### src/rtl/seq_calc_ctrl.sv
// Sequencing controller: folds a valid/ready operand stream into an external
// accumulator register. Optional macro SEQ_CALC_SAT_EN makes add/sub saturate.
module seq_calc_ctrl (
  input  logic       clk,
  input  logic       reset,
  input  logic       start,
  input  logic [2:0] op,
  input  logic [7:0] data_in,
  input  logic       data_valid,
  input  logic       data_last,
  output logic       data_ready,
  input  logic [7:0] acc_q,
  output logic       acc_en,
  output logic [7:0] acc_d,
  output logic [7:0] result,
  output logic       result_valid,
  output logic       busy,
  output logic [7:0] count,
  output logic       ovf,
  output logic [1:0] dbg_state
);

  // Handshake: an operand transfers on a rising clk edge where
  // data_valid && data_ready; data_ready is high only in FIRST and ACCUM.
  typedef enum logic [1:0] {IDLE, FIRST, ACCUM, DONE} state_t;

  state_t     state, state_nxt;
  logic [2:0] op_r;
  logic [8:0] sum, diff;
  logic [7:0] fold;
  logic       fold_ovf;

  assign sum  = {1'b0, acc_q} + {1'b0, data_in};
  assign diff = {1'b0, acc_q} - {1'b0, data_in};

  always_comb begin
    fold     = acc_q;
    fold_ovf = 1'b0;
    case (op_r)
      3'b000: begin
        fold_ovf = sum[8];
`ifdef SEQ_CALC_SAT_EN
        fold = sum[8] ? 8'hFF : sum[7:0];
`else
        fold = sum[7:0];
`endif
      end
      3'b001: begin
        fold_ovf = diff[8];
`ifdef SEQ_CALC_SAT_EN
        fold = diff[8] ? 8'h00 : diff[7:0];
`else
        fold = diff[7:0];
`endif
      end
      3'b010:  fold = acc_q & data_in;
      3'b011:  fold = acc_q | data_in;
      3'b100:  fold = acc_q ^ data_in;
      3'b101:  fold = (acc_q > data_in) ? acc_q : data_in;
      3'b110:  fold = (acc_q < data_in) ? acc_q : data_in;
      default: fold = acc_q;
    endcase
  end

  always_comb begin
    state_nxt  = state;
    data_ready = 1'b0;
    acc_en     = 1'b0;
    acc_d      = 8'h00;
    case (state)
      IDLE: if (start) state_nxt = FIRST;
      FIRST: begin
        data_ready = 1'b1;
        if (data_valid) begin
          acc_en    = 1'b1;
          acc_d     = data_in;
          state_nxt = data_last ? DONE : ACCUM;
        end
      end
      ACCUM: begin
        data_ready = 1'b1;
        if (data_valid) begin
          acc_en = 1'b1;
          acc_d  = fold;
          if (data_last) state_nxt = DONE;
        end
      end
      DONE:    state_nxt = IDLE;
      default: state_nxt = IDLE;
    endcase
  end

  assign busy         = (state != IDLE);
  assign result_valid = (state == DONE);
  assign dbg_state    = state;

  always_ff @(posedge clk or negedge reset) begin
    if (!reset) begin
      state  <= IDLE;
      op_r   <= 3'b000;
      count  <= 8'h00;
      ovf    <= 1'b0;
      result <= 8'h00;
    end else begin
      state <= state_nxt;
      if (state == IDLE && start) begin
        op_r  <= op;
        count <= 8'h00;
        ovf   <= 1'b0;
      end
      if (acc_en) begin
        if (state == FIRST)      count <= 8'd1;
        else if (count != 8'hFF) count <= count + 8'd1;
        if (state == ACCUM && fold_ovf) ovf <= 1'b1;
        // result mirrors the value the accumulator takes on the final write
        if (data_last) result <= acc_d;
      end
    end
  end

endmodule
### config.mk
export PLATFORM = sky130hd
export DESIGN_NAME = seq_calc_ctrl
export DESIGN_NICKNAME = d
export VERILOG_FILES = /design/src/rtl/seq_calc_ctrl.sv
export SDC_FILE = /design/constraint.sdc
export NUM_CORES = 1
export LEC_CHECK = 0
export CORE_ASPECT_RATIO = 1.4
export CORE_MARGIN = 2
export CORE_UTILIZATION = 45
export DETAILED_ROUTE_END_ITERATION = 16
export PLACE_DENSITY = 0.7
export SYNTH_ARGS = -nofsm -noshare
export SYNTH_HDL_FRONTEND = slang
export SYNTH_SLANG_ARGS = --single-unit
### constraint.sdc
create_clock -name clk -period 3.5 [get_ports clk]
set_clock_uncertainty 0.2 [all_clocks]
set_input_delay 0.525 -clock clk [delete_from_list [all_inputs] [get_ports clk]]
set_output_delay 0.525 -clock clk [all_outputs]
set_load 0.03 [all_outputs]
==> impl_metrics.csv, run 1 <==
group,metric,value,unit
routing,drtPass1Iterations,5,
cts,cts_root_buf,"clkbuf_8",
timing,tns,0,ns
timing,grt_setup_unrepaired,"yes",
floorplan,die_h,99.8,um
yosys,synth_edf_count,0,
routing,vias,3671,
yosys,synth_top_area_share,18.7,%
job,cap_violations,0,
yosys,netlist_area,0.00295,sq mm
worst_setup_path,cpPeakStageDelay,0.41,ns
floorplan,start_util,46.9,%
yosys,yosysWarnings,0,
global_route,grt_max_degree,23,
cts,worstSkewPairLatency,0.26,ns
yosys,synth.most_common_cell,"o21ai_0",
power_and_ir_drop,p_leak,2.08,nW
yosys,synth_area_leader_cell,"dfrtp_1",
cts,numCtsBuffers,3,
yosys,avgSynthCellArea,7.57,sq um
timing,fmax,288,MHz
routing,post_drt_wl_per_cell,17.6,um
placed_design,dp_hpwl,7940,um
floorplan,core-area,0.00630,sq mm
routing,routed_wl,10700,um
yosys,synth_nets,446,
yosys,synth_area_leaders,"dfrtp_1 (19%), ha_1 (13%), o21ai_0 (6.8%)",
global_route,track_usage,29.6,%
floorplan,ioPinCount,55,
cts,clk_path_buf_depth,2,
worst_setup_path,cp_cell_sequence,"buf_6 -> ha_4 -> fa_2 -> a21o_1 -> a21oi_2 -> o21bai_1 -> or3b_1 -> a31oi_2 -> o31ai_2 -> a21boi_1 -> buf_4",
placed_design,place_ws,-0.691,ns
worst_setup_path,crit_path_end_kind,"primary output",
timing,post-route-period-util,99.4,%
worst_setup_path,required,2.77,ns
timing,period_needed,3.48,ns
yosys,ys_types,63,
worst_setup_path,crit_type,"input pin to primary output",
routing,viasPerCell,6.06,
placed_design,place_inst,573,
run_status,status,"complete, no violations",
worst_setup_path,critPathMaxFanout,3,
timing,worst_slack,0.0223,ns
yosys,synthTopCellsByCount,"o21ai_0 (40), a21oi_1 (33), ha_1 (30), inv_1 (30), nand2_1 (30)",
final_layout,diodes,0,
power_and_ir_drop,p_per_area,615,mW/mm^2
global_route,grt_first_pass_wirelength,17300,um
cts,clk_pin_slew,0.08,ns
yosys,synth_seq_cells,22,
final_layout,drive_gt1_share,37.8,%
yosys,ys.flop_type,"dfrtp_1",
final_layout,syn_to_final_growth,57.3,%
floorplan,rows,34,
worst_setup_path,startpoint_type,"input pin",
final_layout,fin_nets,591,
placed_design,gp_congestion,0.949,
routing,ant_nets,0,
routing,drt-initial-drc-count,226,
power_and_ir_drop,finalPower,2.85,mW
yosys,ys_seq_area_share,18.7,%
worst_setup_path,worstPathArrival,2.75,ns
timing,tightest_slew,0.986,ns
final_layout,fillers,512,
cts,htree_num_levels,1,
placed_design,numPortBuffers,54,
global_route,grt.overflow.total,0,
timing,slew_headroom,34.1,%
min_path,min_path_type,"register to register",
floorplan,die-area,0.00723,sq mm
final_layout,final_core_util,73.7,%
timing,setup_viol,0,
timing,hold_viol_final,0,
cts,cts_tree,"built",
yosys,async_flop_share,100,%
global_route,first_global_vias,3752,
final_layout,final_cells,606,
floorplan,dieWidth,72.4,um
timing,slew_violations,0,
worst_setup_path,slowest_stage,"fa_2",
power_and_ir_drop,vdd_drop_max,0.298,mV
global_route,grt_antenna_before_repair,0,
cts,cts.sink_count,22,
routing,drc,0,
yosys,netlist_instances,390,
registers in the layout, summed over array words and instances, names as in the netlist:
signal     flops
op_r           3
dbg_state      2
ovf            1
count          8
result         8
final timing paths:
check | endpoint | from | cells past startpoint | slack, ns
max | acc_d[6] | acc_q[0] | 11 | 0.02
min | result[1] | result[1] | 2 | 0.31
max reg2reg | result[6] | op_r[2] | 14 | 0.53
min reg2reg | result[1] | result[1] | 2 | 0.31
max in group asynchronous | dbg_state[1] | reset | 1 | 1.89
min in group asynchronous | count[0] | reset | 1 | 0.60
metal layers:
metal  global-route usage (%)  part of all wire, %  wire length, um
met2                     56.7                   54             5770
met5                        0                    0                0
met4                     12.3                  2.8              301
met1                     33.6                   39             4120
met3                    0.904                  4.5              477
layout make-up:
cell class / count / area, sq um / area share, %
clock buffers: 4 / 55.1 / 1.19
well taps: 72 / 90.1 / 1.94
flip-flops and latches: 22 / 551 / 11.9
multi-input cells: 316 / 2480 / 53.4
inverters: 31 / 119 / 2.56
repair buffers: 161 / 1350 / 29.0
metrics by stage:
step | hold WS [ns] | cell area (sq um)
finish | 0.305 | 4640
global route | 0.340 | 4640
CTS | 0.311 | 4560
detailed placement | 0.292 | 4050
global placement | 0.283 | 4050
floorplan | 0.0294 | 2950
worst max-delay path, delay by kind of cell:
family | cells | cell delay (ns)
simple gates | 1 | 0.40
fa+ha+maj | 2 | 0.57
compound gates | 6 | 0.97
buf+inv | 2 | 0.28
power by group:
part           total [mW]  switching (mW)  internal [mW]
Combinational        2.24            1.30          0.942
Sequential          0.430          0.0876          0.343
Clock               0.181          0.0804          0.100
Total                2.85            1.47           1.38
kinds of logic after synthesis:
family | after synthesis | share of synthesized area (%)
buffers and inverters | 52 | 7.50
AO/OA/AOI/OAI | 153 | 33.9
adder cells (fa/ha/maj) | 32 | 14.1
AND/OR/NAND/NOR | 113 | 19.9
multiplexers | 12 | 4.24
flip-flops | 22 | 18.7
XOR/XNOR | 6 | 1.78
repair_timing:
item                                    in CTS  in global routing
endpoints found under the setup margin       8                  9
resized for setup                          123                 31
gates cloned                                 0                  0
pin swaps                                   32                 23
hold buffers                                 0                  0
setup buffers                               26                  4
layout by cell type (no fill, tap or decap), drive strengths merged, types with 3 or more instances in the layout:
| cell type | instances |
|---|---|
| buf | 128 |
| o21ai | 52 |
| a21oi | 33 |
| nand2 | 31 |
| clkdlybuf4s50 | 30 |
| inv | 30 |
| ha | 30 |
| dfrtp | 22 |
| nor2 | 21 |
| nand3 | 17 |
| o211ai | 16 |
| and3 | 13 |
| mux2i | 8 |
| nor2b | 7 |
| nor3 | 7 |
| o221ai | 5 |
| a31oi | 5 |
| clkbuf | 5 |
| a21o | 4 |
| o22ai | 4 |
| mux2 | 4 |
| nor3b | 4 |
| xor2 | 3 |
| a2bb2oi | 3 |
| o21bai | 3 |
| xnor2 | 3 |
| and2 | 3 |
| a311oi | 3 |
| a211oi | 3 |
| a221oi | 3 |
No activity file was read; power rests on OpenSTA's default activity.
==> run 2: changes to the inputs <==
Settings changed: DONT_BUFFER_PORTS set to 1, GPL_TIMING_DRIVEN set to 0, PLACE_DENSITY 0.7 to unset.
==> impl_metrics.csv, run 2 (synthesis results as in run 1) <==
group,metric,value,unit
global_route,grt_max_degree,23,
placed_design,dp_hpwl,7380,um
global_route,grt.overflow.total,0,
routing,post_drt_wl_per_cell,19.8,um
final_layout,syn_to_final_growth,10.9,%
floorplan,die-area,0.00723,sq mm
timing,tightest_slew,1.02,ns
final_layout,layout.cells.most_common_list,"o21ai_0 (37), a21oi_1 (30), nand2_1 (30), ha_1 (30), inv_1 (28)",
global_route,first_global_vias,3008,
routing,vias,3009,
routing,routed_wl,9330,um
worst_setup_path,critPathMaxFanout,8,
job,cap_violations,0,
timing,slew_headroom,32.0,%
cts,clk_pin_slew,0.08,ns
timing,period_needed,3.43,ns
cts,numCtsBuffers,3,
placed_design,place_inst,462,
final_layout,drive_gt1_share,12.6,%
min_path,min_path_type,"input pin to register",
worst_setup_path,worstPathArrival,2.71,ns
timing,post-route-period-util,98.1,%
final_layout,mostFrequentLayoutCell,"o21ai_0",
routing,drt-initial-drc-count,167,
final_layout,register_area,551,sq um
power_and_ir_drop,p_leak,1.40,nW
power_and_ir_drop,finalPower,2.42,mW
timing,hold_viol_final,0,
placed_design,placed_area,0.00304,sq mm
cts,worstSkewPairLatency,0.26,ns
routing,drc,0,
power_and_ir_drop,p_per_area,739,mW/mm^2
final_layout,final_cells,470,
routing,drtPass1Iterations,4,
floorplan,dieWidth,72.4,um
placed_design,gp_congestion,0.953,
cts,htree_num_levels,1,
final_layout,fin_area,0.00327,sq mm
routing,ant_nets,0,
cts,cts.sink_count,22,
routing,viasPerCell,6.40,
final_layout,fillers,630,
timing,slew_violations,0,
global_route,track_usage,25.6,%
worst_setup_path,startpoint_type,"input pin",
final_layout,reg.largest.list,"count: 8 flops, result: 8 flops, op_r: 3 flops",
timing,fmax,291,MHz
final_layout,diodes,0,
floorplan,start_util,46.9,%
timing,setup_viol,0,
floorplan,rows,34,
worst_setup_path,required,2.77,ns
run_status,status,"complete, no violations",
final_layout,fin_nets,455,
placed_design,numPortBuffers,0,
global_route,grt_first_pass_wirelength,14700,um
timing,finalHoldWorstSlack,0.209,ns
worst_setup_path,crit_path_end_kind,"primary output",
floorplan,die_h,99.8,um
timing,tns,0,ns
global_route,grt_antenna_before_repair,0,
floorplan,ioPinCount,55,
floorplan,core-area,0.00630,sq mm
worst_setup_path,crit_type,"input pin to primary output",
final_layout,multiInputGateArea,0.00231,sq mm
power_and_ir_drop,vdd_drop_max,0.267,mV
cts,cts_tree,"built",
cts,clk_path_buf_depth,2,
cts,cts_root_buf,"clkbuf_8",
-- run 2: cell count changes in the layout (fill, tap and decap cells not counted), sizes merged --
cell and delta:
clkbuf +11, dlygate4sd3 +1, clkdlybuf4s15 -2, buf -116
clkinvlp +1, inv -1, clkdlybuf4s50 -30
-- run 2: cell type report --
type	count	share of cell area (%)
sequential	22	16.8
clock buffer	4	1.68
buffer	21	3.44
multi-input combinational	316	70.5
tap	72	2.75
timing repair buffer	4	1.11
inverter	31	3.67
-- run 2: final timing paths --
kind / from / end / slack (ns) / cells after the start
setup / recovery: data_in[1] / acc_d[3] / 0.07 / 9
hold reg to reg: result[6] / result[6] / 0.52 / 2
hold / removal: op[0] / op_r[0] / 0.21 / 1
setup reg to reg: dbg_state[0] / count[2] / 0.38 / 10
max in group asynchronous: reset / count[6] / 1.80 / 1
min in group asynchronous: reset / count[2] / 0.68 / 1
-- run 2: per-layer routing --
layer  track usage [%]  wire length (um)  vias to the layer above
met5                 0                 0                        -
met4              11.1               225                        0
met3              2.41               434                       20
met2              48.7              5010                       95
met1              28.2              3660                     1436
li1                  -                 -                     1458
-- run 2: what timing repair did --
action / 4_1_cts / 5_1_grt
pin swaps: 1 / 12
endpoints found under the setup margin: 8 / 12
setup buffers: 0 / 3
gates resized for setup: 13 / 22
hold buffers: 1 / 0
hold endpoints to repair: 22 / 0
-- run 2: report_power, final --
part / switching (mW) / total [mW] / internal, mW
combinational: 1.11 / 1.66 / 0.551
clock: 0.0819 / 0.182 / 0.100
sequential: 0.237 / 0.577 / 0.340
-- run 2: through the flow --
stage               worst slack, ns  util [%]
floorplan                    0.0393         -
global placement             -0.349      48.3
detailed placement           -0.347      48.3
CTS                          0.0232      49.9
global route                -0.0143      52.0
finish                       0.0656      52.0
-- run 2: worst max-delay path, stage by stage --
cell and delay, ns:
inv_1 0.06, ha_1 0.44, nor3_2 0.10, o311ai_4 0.33, nand3_2 0.32, mux2i_1 0.20, o221ai_1 0.25, a221oi_2 0.08
o21ai_2 0.39
